File: src/rtl/reg_wr_arbiter.sv
// -----------------------------------------------------------------------------
// reg_wr_arbiter
//
// Shares the single register-file write port between two writeback
// requesters (wb0 = ALU, wb1 = load/memory). Requests use valid/ready
// handshakes and are arbitrated round-robin. The winning write is registered
// for one cycle in front of the register file. While that registered write
// is pending, the register-file read data is bypassed so that decode sees the
// new value. Writes to register 0 are accepted but discarded. Committed and
// dropped writes are counted.
//
// Ports
//   clk            : clock, all state changes on the rising edge
//   rst            : synchronous, active-high reset
//   stall          : 1 = grant nothing this cycle
//   wb0_valid/index/data, wb0_ready : requester 0 handshake and payload
//   wb1_valid/index/data, wb1_ready : requester 1 handshake and payload
//   rf_wr_en/index/data             : registered write to reg_file
//   rd_reg_index_1/2                : decode read indices (also drive reg_file)
//   reg_data_1/2                    : raw reg_file read data
//   rd_data_1/2                     : bypassed read data (combinational)
//   hazard_1/2                      : read port hits the pending write
//   wr_count                        : committed writes, wraps
//   drop_count                      : accepted writes to register 0, wraps
// -----------------------------------------------------------------------------
module reg_wr_arbiter #(
    parameter int DATA_W = 32,
    parameter int IDX_W  = 5,
    parameter int CNT_W  = 16
) (
    input  logic              clk,
    input  logic              rst,
    input  logic              stall,

    input  logic              wb0_valid,
    input  logic [IDX_W-1:0]  wb0_index,
    input  logic [DATA_W-1:0] wb0_data,
    output logic              wb0_ready,

    input  logic              wb1_valid,
    input  logic [IDX_W-1:0]  wb1_index,
    input  logic [DATA_W-1:0] wb1_data,
    output logic              wb1_ready,

    output logic              rf_wr_en,
    output logic [IDX_W-1:0]  rf_wr_index,
    output logic [DATA_W-1:0] rf_wr_data,

    input  logic [IDX_W-1:0]  rd_reg_index_1,
    input  logic [IDX_W-1:0]  rd_reg_index_2,
    input  logic [DATA_W-1:0] reg_data_1,
    input  logic [DATA_W-1:0] reg_data_2,
    output logic [DATA_W-1:0] rd_data_1,
    output logic [DATA_W-1:0] rd_data_2,
    output logic              hazard_1,
    output logic              hazard_2,

    output logic [CNT_W-1:0]  wr_count,
    output logic [CNT_W-1:0]  drop_count
);

    // -------------------------------------------------------------------------
    // Requester and read-port views as small arrays so the per-lane logic can
    // be generated uniformly.
    // -------------------------------------------------------------------------
    logic [1:0]        req_valid;
    logic [IDX_W-1:0]  req_index [2];
    logic [DATA_W-1:0] req_data  [2];
    logic [1:0]        grant;

    assign req_valid    = {wb1_valid, wb0_valid};
    assign req_index[0] = wb0_index;
    assign req_index[1] = wb1_index;
    assign req_data[0]  = wb0_data;
    assign req_data[1]  = wb1_data;

    logic [IDX_W-1:0]  rd_idx   [2];
    logic [DATA_W-1:0] rd_raw   [2];
    logic [DATA_W-1:0] rd_byp   [2];
    logic [1:0]        rd_hit;

    assign rd_idx[0] = rd_reg_index_1;
    assign rd_idx[1] = rd_reg_index_2;
    assign rd_raw[0] = reg_data_1;
    assign rd_raw[1] = reg_data_2;

    // -------------------------------------------------------------------------
    // State
    // -------------------------------------------------------------------------
    logic              rr_ptr_q,      rr_ptr_d;
    logic              wr_en_q,       wr_en_d;
    logic [IDX_W-1:0]  wr_index_q,    wr_index_d;
    logic [DATA_W-1:0] wr_data_q,     wr_data_d;
    logic [CNT_W-1:0]  wr_count_q,    wr_count_d;
    logic [CNT_W-1:0]  drop_count_q,  drop_count_d;

    // -------------------------------------------------------------------------
    // Grant: a requester wins when it is valid and either the other side is
    // idle or the round-robin pointer favours it. The two conditions are
    // mutually exclusive, so at most one grant is ever high, and a grant
    // never appears without its valid.
    // -------------------------------------------------------------------------
    generate
        for (genvar gi = 0; gi < 2; gi++) begin : g_grant
            assign grant[gi] = ~rst & ~stall & req_valid[gi]
                             & (~req_valid[1-gi] | (rr_ptr_q == 1'(gi)));
        end
    endgenerate

    assign wb0_ready = grant[0];
    assign wb1_ready = grant[1];

    // Winner payload; grant[1] alone picks the lane since grants are one-hot.
    logic              xfer;
    logic              win;
    logic [IDX_W-1:0]  win_index;
    logic [DATA_W-1:0] win_data;

    assign xfer      = |grant;
    assign win       = grant[1];
    assign win_index = win ? req_index[1] : req_index[0];
    assign win_data  = win ? req_data[1]  : req_data[0];

    // -------------------------------------------------------------------------
    // Next-state logic
    // -------------------------------------------------------------------------
    always_comb begin
        rr_ptr_d     = rr_ptr_q;
        wr_en_d      = 1'b0;
        wr_index_d   = wr_index_q;
        wr_data_d    = wr_data_q;
        wr_count_d   = wr_count_q;
        drop_count_d = drop_count_q;

        if (xfer) begin
            // Pointer moves away from whoever just won, even when it was
            // the only requester.
            rr_ptr_d = ~win;
            if (win_index != '0) begin
                wr_en_d    = 1'b1;
                wr_index_d = win_index;
                wr_data_d  = win_data;
                wr_count_d = wr_count_q + CNT_W'(1);
            end else begin
                drop_count_d = drop_count_q + CNT_W'(1);
            end
        end
    end

    always_ff @(posedge clk) begin
        if (rst) begin
            rr_ptr_q     <= 1'b0;
            wr_en_q      <= 1'b0;
            wr_index_q   <= '0;
            wr_data_q    <= '0;
            wr_count_q   <= '0;
            drop_count_q <= '0;
        end else begin
            rr_ptr_q     <= rr_ptr_d;
            wr_en_q      <= wr_en_d;
            wr_index_q   <= wr_index_d;
            wr_data_q    <= wr_data_d;
            wr_count_q   <= wr_count_d;
            drop_count_q <= drop_count_d;
        end
    end

    // -------------------------------------------------------------------------
    // Write port. The register file commits at the edge that ends the cycle
    // in which rf_wr_en is high, so a reset raised during that cycle must also
    // mask the enable; otherwise the pending write would slip into reg_file
    // at the same edge that clears this stage.
    // -------------------------------------------------------------------------
    logic wr_live;

    assign wr_live     = wr_en_q & ~rst;
    assign rf_wr_en    = wr_live;
    assign rf_wr_index = wr_index_q;
    assign rf_wr_data  = wr_data_q;

    // -------------------------------------------------------------------------
    // Read bypass. Register 0 can never match because the enable is never
    // set for an index-0 write.
    // -------------------------------------------------------------------------
    generate
        for (genvar gi = 0; gi < 2; gi++) begin : g_bypass
            assign rd_hit[gi] = wr_live & (wr_index_q == rd_idx[gi]);
            assign rd_byp[gi] = rd_hit[gi] ? wr_data_q : rd_raw[gi];
        end
    endgenerate

    assign hazard_1  = rd_hit[0];
    assign hazard_2  = rd_hit[1];
    assign rd_data_1 = rd_byp[0];
    assign rd_data_2 = rd_byp[1];

    assign wr_count   = wr_count_q;
    assign drop_count = drop_count_q;

endmodule

File: config.mk
export PLATFORM = sky130hd
export DESIGN_NAME = reg_wr_arbiter
export DESIGN_NICKNAME = d
export VERILOG_FILES = /design/src/rtl/reg_wr_arbiter.sv
export SDC_FILE = /design/constraint.sdc
export NUM_CORES = 1
export LEC_CHECK = 0
export ABC_CLOCK_PERIOD_IN_PS = 2200
export CORE_ASPECT_RATIO = 0.7
export CORE_MARGIN = 1
export CORE_UTILIZATION = 36
export CTS_CLUSTER_SIZE = 28
export DETAILED_ROUTE_END_ITERATION = 8
export PLACE_DENSITY = 0.81
export SYNTH_ARGS = -nofsm -noshare
export SYNTH_HDL_FRONTEND = slang
export SYNTH_SLANG_ARGS = --single-unit
File: constraint.sdc
create_clock -name clk -period 2.2 [get_ports clk]
set_input_delay 0.33 -clock clk [delete_from_list [all_inputs] [get_ports clk]]
set_output_delay 0.33 -clock clk [all_outputs]
set_load 0.1 [all_outputs]
==> results of run 1 <==
[worst reg2reg max path, delay by kind of cell, from the launching register on]
family	cells	cell delay, ns
AO/OA/AOI/OAI	2	0.21
buffers and inverters	2	0.31
flip-flops	1	0.35
AND/OR/NAND/NOR	3	1.07
[cells in the mapped netlist, drive strengths merged]
master and number:
or3 8, nand3 12, a31oi 2, o211ai 6
nor2 60, a31o 3, ha 2, buf 12
nor2b 2, a21o 1, nor4 7, nand2 13
o2111ai 3, nand4b 2, nand4 6, and4 2
or4 2, nor3b 1, xnor2 6, and2 2
mux2 65, or2 1, nand2b 1, dfxtp 71
a211oi 38, xor2 18, nor3 3, mux2i 40
a21oi 12, and3 7, inv 12, o21ai 13
clkbuf 18
[cell type report]
type	instances	area (sq um)	area share, %
clock buffer	10	239	2.72
clock inverter	6	106	1.21
inverter	12	55.1	0.627
multi-input combinational	338	2880	32.8
sequential	71	1460	16.6
tap	153	191	2.18
timing repair buffer	328	3850	43.9
[worst paths after layout]
kind,endpoint
hold / removal,wr_count[15]
hold reg to reg,wr_count[15]
setup reg to reg,wr_count[11]
setup / recovery,rd_data_2[13]
[sequential cells by signal, indices dropped and copies added, names as in the netlist]
register,count
rf_wr_data,32
rr_ptr_q,1
drop_count,16
wr_count,16
rf_wr_index,5
wr_en_q,1
[power breakdown]
group	total, mW	internal, mW	switching, mW	leakage [nW]
sequential	1.40	1.34	0.0617	0.588
clock	1.68	1.13	0.545	0.173
combinational	1.85	0.732	1.12	3.29
total	4.93	3.20	1.73	4.05
[cells by family after synthesis]
kind of cell    Yosys count  synth area share [%]
xor+xnor                 24                  5.06
simple gates            129                  15.4
buf+inv                  42                  4.28
fa+ha+maj                 2                 0.602
flops                    71                  34.2
compound gates           78                  13.2
mux                     105                  27.3
[per-stage QoR]
stage,std cells,instance area (sq um)
after global routing,918,8780
after global placement,897,8270
final,918,8780
after floorplan,451,4560
after detailed placement,897,8270
after CTS,914,8620
[what timing repair did]
item | CTS | global route
gates cloned | 0 | 3
setup buffers | 1 | 1
endpoints found under the setup margin | 66 | 79
pin swaps | 2 | 7
resized for setup | 5 | 17
[metal layers]
| layer | track usage, % | wire, um |
|---|---|---|
| met5 | 0 | 0 |
| met4 | 7.85 | 362 |
| met3 | 6.36 | 1110 |
| met2 | 50.6 | 8890 |
| met1 | 29.2 | 6280 |
==> results.json, run 1 <==
{
  "finalSetupTns_ns": -14.07,
  "min_period_ns": 2.45,
  "start_util_pct": 37.3,
  "routed_wl_mm": 16.6,
  "insertion_delay_ns": 0.33,
  "min_path_type": "reg2reg",
  "cts_made_buffers": 9,
  "cts_buffer_depth": 2,
  "root_buffer": "clkbuf_16",
  "path_class": "reg2out",
  "grt_pass1_wl_mm": 24.6,
  "hold_viol": 0,
  "ys_seq_area_share_pct": 34.2,
  "layout.nets": 915,
  "antenna_cells": 0,
  "violations": "negative setup slack",
  "synth-seq-cells": 71,
  "critPathMaxFanout": 5,
  "area_growth_pct": 111,
  "fmax_mhz": 409,
  "fin_ws_ns": -0.248,
  "ir_drop_mv": 0.442,
  "fillerInstances": 731,
  "finalCritPeriodShare_pct": 111,
  "grt_max_degree": 44,
  "viasPerCell": 5.18,
  "finClkSkew_ns": 0.00776,
  "path_cells": "xor2_4 > nor4_4 > nand3_4 > clkbuf_16 > mux2_4 > buf_12",
  "synth_cells": 451,
  "rows": 32,
  "port_buffers": 290,
  "first_pass_iters": 4,
  "drc": 0,
  "htree_levels": 3,
  "p_leak_nw": 4.05,
  "p_per_area_mw_per_mm2": 562,
  "syn_area_per_cell_sq_um": 9.21,
  "synthesis.area_sq_mm": 0.00415,
  "max_cap_viol_count": 0,
  "grt_pass1_vias": 4770,
  "overflow": 0,
  "whs_path_depth": 1,
  "ys_types": 40,
  "routed-via-count": 4754,
  "cpPeakStageDelay_ns": 0.37,
  "yosys.area.top_type": "dfxtp_1",
  "cts_sinks": 71,
  "drtIter0Drc": 207,
  "setup.worst_path.start_class": "flop",
  "chipHeight_um": 91.9,
  "endpoint_kind": "output pin",
  "post-route-util_pct": 78.9,
  "yosysTopAreaCellShare_pct": 34.2,
  "wire_per_inst_um": 18.1,
  "whs_ns": 0.461,
  "r2r_setup_slack_ns": 0.20,
  "die-area_sq_mm": 0.0120,
  "r2r-start": "rr_ptr_q",
  "design.core.area_sq_mm": 0.0111,
  "pre_cts_ws_ns": -0.291,
  "gp_congestion": 0.865,
  "clk_pin_slew_ns": 0.06,
  "worstHoldStart": "wr_count[15]",
  "slowest_stage": "dfxtp_4",
  "tritoncts": "yes",
  "ant_nets": 0,
  "setup_violations": 66,
  "grtUsageTotal_pct": 26.8,
  "total_power_mw": 4.93,
  "crit_family": "simple AND/OR/NAND/NOR gates",
  "run_status": "finished, violations left",
  "crit_buf_inv": 2,
  "rsz0062_at_grt": "yes",
  "tightestPinTransition_ns": 0.560,
  "required_ns": 1.87,
  "slew_headroom_pct": 62.3,
  "syn-num-nets": 606,
  "hpwlAfterDp_mm": 12.9,
  "final_common_cell": "clkdlybuf4s50_1",
  "crit_start": "rf_wr_index[4]",
  "final_cell_mix": "143 x clkdlybuf4s50_1, 95 x buf_4, 77 x buf_12, 60 x nor2_1, 58 x mux2_4",
  "die_width_um": 130,
  "ctsHoldBuffers": 0,
  "slew_violations": 0,
  "path_depth": 6,
  "drive_above_1_share_pct": 39.1,
  "ios": 291,
  "synth_area_leaders": "dfxtp_1 34%, mux2_2 18%, mux2i_1 9.6%",
  "cp.arrival_ns": 2.12,
  "reg2reg_depth": 7,
  "yosysWarnings": 0,
  "grt_antenna_before_repair": 0
}
No activity file was read; power rests on OpenSTA's default activity.
==> run 2, diff against run 1 <==
--- a/config.mk
+++ b/config.mk
@@ -5,13 +5,15 @@
 export SDC_FILE = /design/constraint.sdc
 export NUM_CORES = 1
 export LEC_CHECK = 0
+export ABC_AREA = 1
 export ABC_CLOCK_PERIOD_IN_PS = 2200
 export CORE_ASPECT_RATIO = 0.7
 export CORE_MARGIN = 1
-export CORE_UTILIZATION = 36
+export CORE_UTILIZATION = 38
+export CTS_BUF_LIST = sky130_fd_sc_hd__clkbuf_16
 export CTS_CLUSTER_SIZE = 28
 export DETAILED_ROUTE_END_ITERATION = 8
-export PLACE_DENSITY = 0.81
+export PLACE_DENSITY = 0.8
 export SYNTH_ARGS = -nofsm -noshare
 export SYNTH_HDL_FRONTEND = slang
 export SYNTH_SLANG_ARGS = --single-unit
==> run 2 against run 1 <==
- the flow still finishes with violations (negative setup slack)
- routed wire length up 40%
- total power up 5.9%
- die area grew 11%
- global-route usage increased by 8.2 points
- clock-buffer cell count is 1 lower
- synthesized area grew 17%
- non-clock buffer count grew 17
- worst hold slack gained 0.0036 ns
- maximum frequency is 4.1% higher
- clock skew is essentially flat
- cell count up 45%
- flip-flop and latch count unchanged
- critical endpoint is now rd_data_2[31]
==> results.json, run 2 <==
{
  "ys_seq_area_share_pct": 29.2,
  "routed_wl_mm": 23.2,
  "yosysTopAreaCellShare_pct": 29.2,
  "tightestPinTransition_ns": 0.690,
  "rsz0062_at_grt": "yes",
  "overflow": 0,
  "reg2reg_depth": 10,
  "total_power_mw": 5.22,
  "min_to": "drop_count[12]",
  "hold_viol": 0,
  "cts_sinks": 71,
  "setup_violations": 66,
  "grtUsageTotal_pct": 35.0,
  "grt_max_degree": 62,
  "slew_headroom_pct": 54.0,
  "finalCritPeriodShare_pct": 107,
  "violations": "negative setup slack",
  "gp_congestion": 0.896,
  "fillerInstances": 725,
  "ys.flop_type": "dfxtp_1",
  "r2r-end": "rf_wr_data[8]",
  "ios": 291,
  "slew_violations": 0,
  "worstHoldStart": "rst",
  "area_growth_pct": 114,
  "chipHeight_um": 96.7,
  "die_width_um": 137,
  "yosys.area.top_type": "dfxtp_1",
  "routed-via-count": 6943,
  "insertion_delay_ns": 0.33,
  "endpoint_kind": "output pin",
  "pre_cts_ws_ns": -0.312,
  "min_path_type": "in2reg",
  "min_period_ns": 2.35,
  "final_cell_mix": "247 x nand2_1, 143 x clkdlybuf4s50_1, 130 x nor2_1, 95 x buf_4, 93 x inv_1",
  "viasPerCell": 5.20,
  "largest_register_ffs": 32,
  "hpwlAfterDp_mm": 15.7,
  "setup.worst_path.start_class": "flop",
  "fin_cells": 1334,
  "required_ns": 1.87,
  "synth_cells": 855,
  "r2r_setup_slack_ns": 0.32,
  "fin_ws_ns": -0.152,
  "htree_levels": 3,
  "port_buffers": 290,
  "ctsHoldBuffers": 0,
  "p_per_area_mw_per_mm2": 500,
  "clk_pin_slew_ns": 0.06,
  "cts_made_buffers": 9,
  "grt_pass1_vias": 6706,
  "synth_area_leaders": "dfxtp_1 29%, nand2_1 24%, nor2_1 10%",
  "max_cap_viol_count": 0,
  "final_common_cell": "nand2_1",
  "yosysWarnings": 0,
  "start_util_pct": 39.1,
  "r2r-start": "rr_ptr_q",
  "ant_nets": 0,
  "first_pass_iters": 5,
  "syn-num-nets": 1010,
  "drc": 0,
  "drive_above_1_share_pct": 31.1,
  "synth_edf_count": 0,
  "cts_buffer_depth": 2,
  "drtIter0Drc": 510,
  "path_class": "reg2out",
  "wire_per_inst_um": 17.4,
  "critPathMaxFanout": 6,
  "whs_path_depth": 3,
  "design.core.area_sq_mm": 0.0125,
  "cp.arrival_ns": 2.02,
  "ys_types": 31,
  "root_buffer": "clkbuf_16",
  "p_leak_nw": 4.72,
  "syn_area_per_cell_sq_um": 5.70,
  "synth_most_common_cell": "nand2_1",
  "run_status": "finished, violations left",
  "async_reset_ff_share_pct": 0,
  "die-area_sq_mm": 0.0133,
  "finClkSkew_ns": 0.00767,
  "dp_cells": 1302,
  "synthesis.area_sq_mm": 0.00487,
  "grt_pass1_wl_mm": 35.7,
  "antenna_cells": 0,
  "grt_antenna_before_repair": 0,
  "synth-seq-cells": 71,
  "rows": 34,
  "tritoncts": "yes",
  "synth_common_cells": "311 x nand2_1, 131 x nor2_1, 97 x inv_1",
  "layout.nets": 1323,
  "ir_drop_mv": 0.406,
  "fmax_mhz": 425
}
-- run 2: cell count changes after synthesis, moves of 15 or more --
| cell | previous run | this run |
|---|---|---|
| nor3_1 | 3 | 18 |
| o21ai_0 | 12 | 33 |
| o21ai_1 | 0 | 33 |
| inv_1 | 11 | 97 |
| nand3b_1 | 0 | 34 |
| a211oi_1 | 36 | 3 |
| nand2_1 | 13 | 311 |
| nor2_1 | 60 | 131 |
| nand3_1 | 12 | 34 |
| mux2_2 | 65 | 0 |
| mux2i_1 | 40 | 0 |
-- run 2: cells by family (layout without fill, tap and decap cells) --
family	after synthesis	in the layout	share of synthesized area, %
AOI/OAI and AO/OA	84	84	9.14
adders and majority gates	2	2	0.514
buffers and inverters	146	463	12.1
and+or+nand+nor	543	543	47.4
xor gates and xnor gates	9	9	1.62
DFF	71	71	29.2
-- run 2: worst max-delay path, cell delays in order (launching register included) --
cell and delay [ns]:
dfxtp_4 0.36, xor2_1 0.18, a211oi_2 0.23, nand3_4 0.15
buf_12 0.19, buf_12 0.15, clkinvlp_4 0.09, nand2_4 0.07
nand2_8 0.09, buf_12 0.17
-- run 2: what timing repair did --
| action | 4_1_cts | 5_1_grt |
|---|---|---|
| setup buffers | 5 | 1 |
| pin swaps | 15 | 8 |
| cloned | 12 | 1 |
| resized for setup | 92 | 22 |
| setup endpoints to repair | 67 | 66 |
-- run 2: worst max path at each step --
stage	cells after the start	from	to
CTS	9	rf_wr_index[3]	rd_data_1[27]
global route	10	rf_wr_index[4]	rd_data_2[31]
finish	9	rf_wr_index[3]	rd_data_2[31]
floorplan	6	rf_wr_index[2]	rd_data_1[10]
detailed placement	9	rst	rd_data_2[20]
global placement	8	rd_reg_index_2[3]	rd_data_2[25]
-- run 2: cell type report --
cell class	count	area [sq um]	share of cell area, %
Inverter	103	407	3.89
Sequential cell	71	1440	13.8
Timing Repair Buffer	345	4260	40.8
Clock buffer	9	225	2.16
Multi-Input combinational cell	638	3890	37.2
Clock inverter	6	22.5	0.216
Tap cell	162	203	1.94
-- run 2: metrics by stage --
stage	TNS [ns]	hold slack [ns]	util (%)	instance area, sq um
2_1_floorplan	-1.56	0.453	-	5850
3_3_place_gp	-19.81	0.463	76.6	9540
3_5_place_dp	-27.91	0.467	76.6	9540
4_1_cts	-4.87	0.476	83.5	10400
5_1_grt	-9.00	0.485	83.8	10400
6_report	-5.22	0.465	83.8	10400
-- run 2: metal layers --
metal | GRT usage, % | vias to the layer above | wire length (um)
li1 | - | 3280 | -
met1 | 42.6 | 3210 | 9170
met2 | 58.2 | 393 | 11200
met3 | 9.59 | 60 | 2130
met4 | 13.3 | 0 | 797
met5 | 0 | - | 0
-- run 2: power by group --
| part | internal [mW] | total (mW) | switching [mW] |
|---|---|---|---|
| registers | 1.36 | 1.45 | 0.0871 |
| logic | 0.873 | 2.50 | 1.63 |
| clock network | 0.733 | 1.27 | 0.535 |
| total | 2.97 | 5.22 | 2.25 |
==> run 3, diff against run 2 <==
--- a/config.mk
+++ b/config.mk
@@ -13,6 +13,7 @@
 export CTS_BUF_LIST = sky130_fd_sc_hd__clkbuf_16
 export CTS_CLUSTER_SIZE = 28
 export DETAILED_ROUTE_END_ITERATION = 8
+export GPL_TIMING_DRIVEN = 1
 export PLACE_DENSITY = 0.8
 export SYNTH_ARGS = -nofsm -noshare
 export SYNTH_HDL_FRONTEND = slang
==> results of run 3 <==
The final DEF is identical to that of run 2; final timing and power are the same.
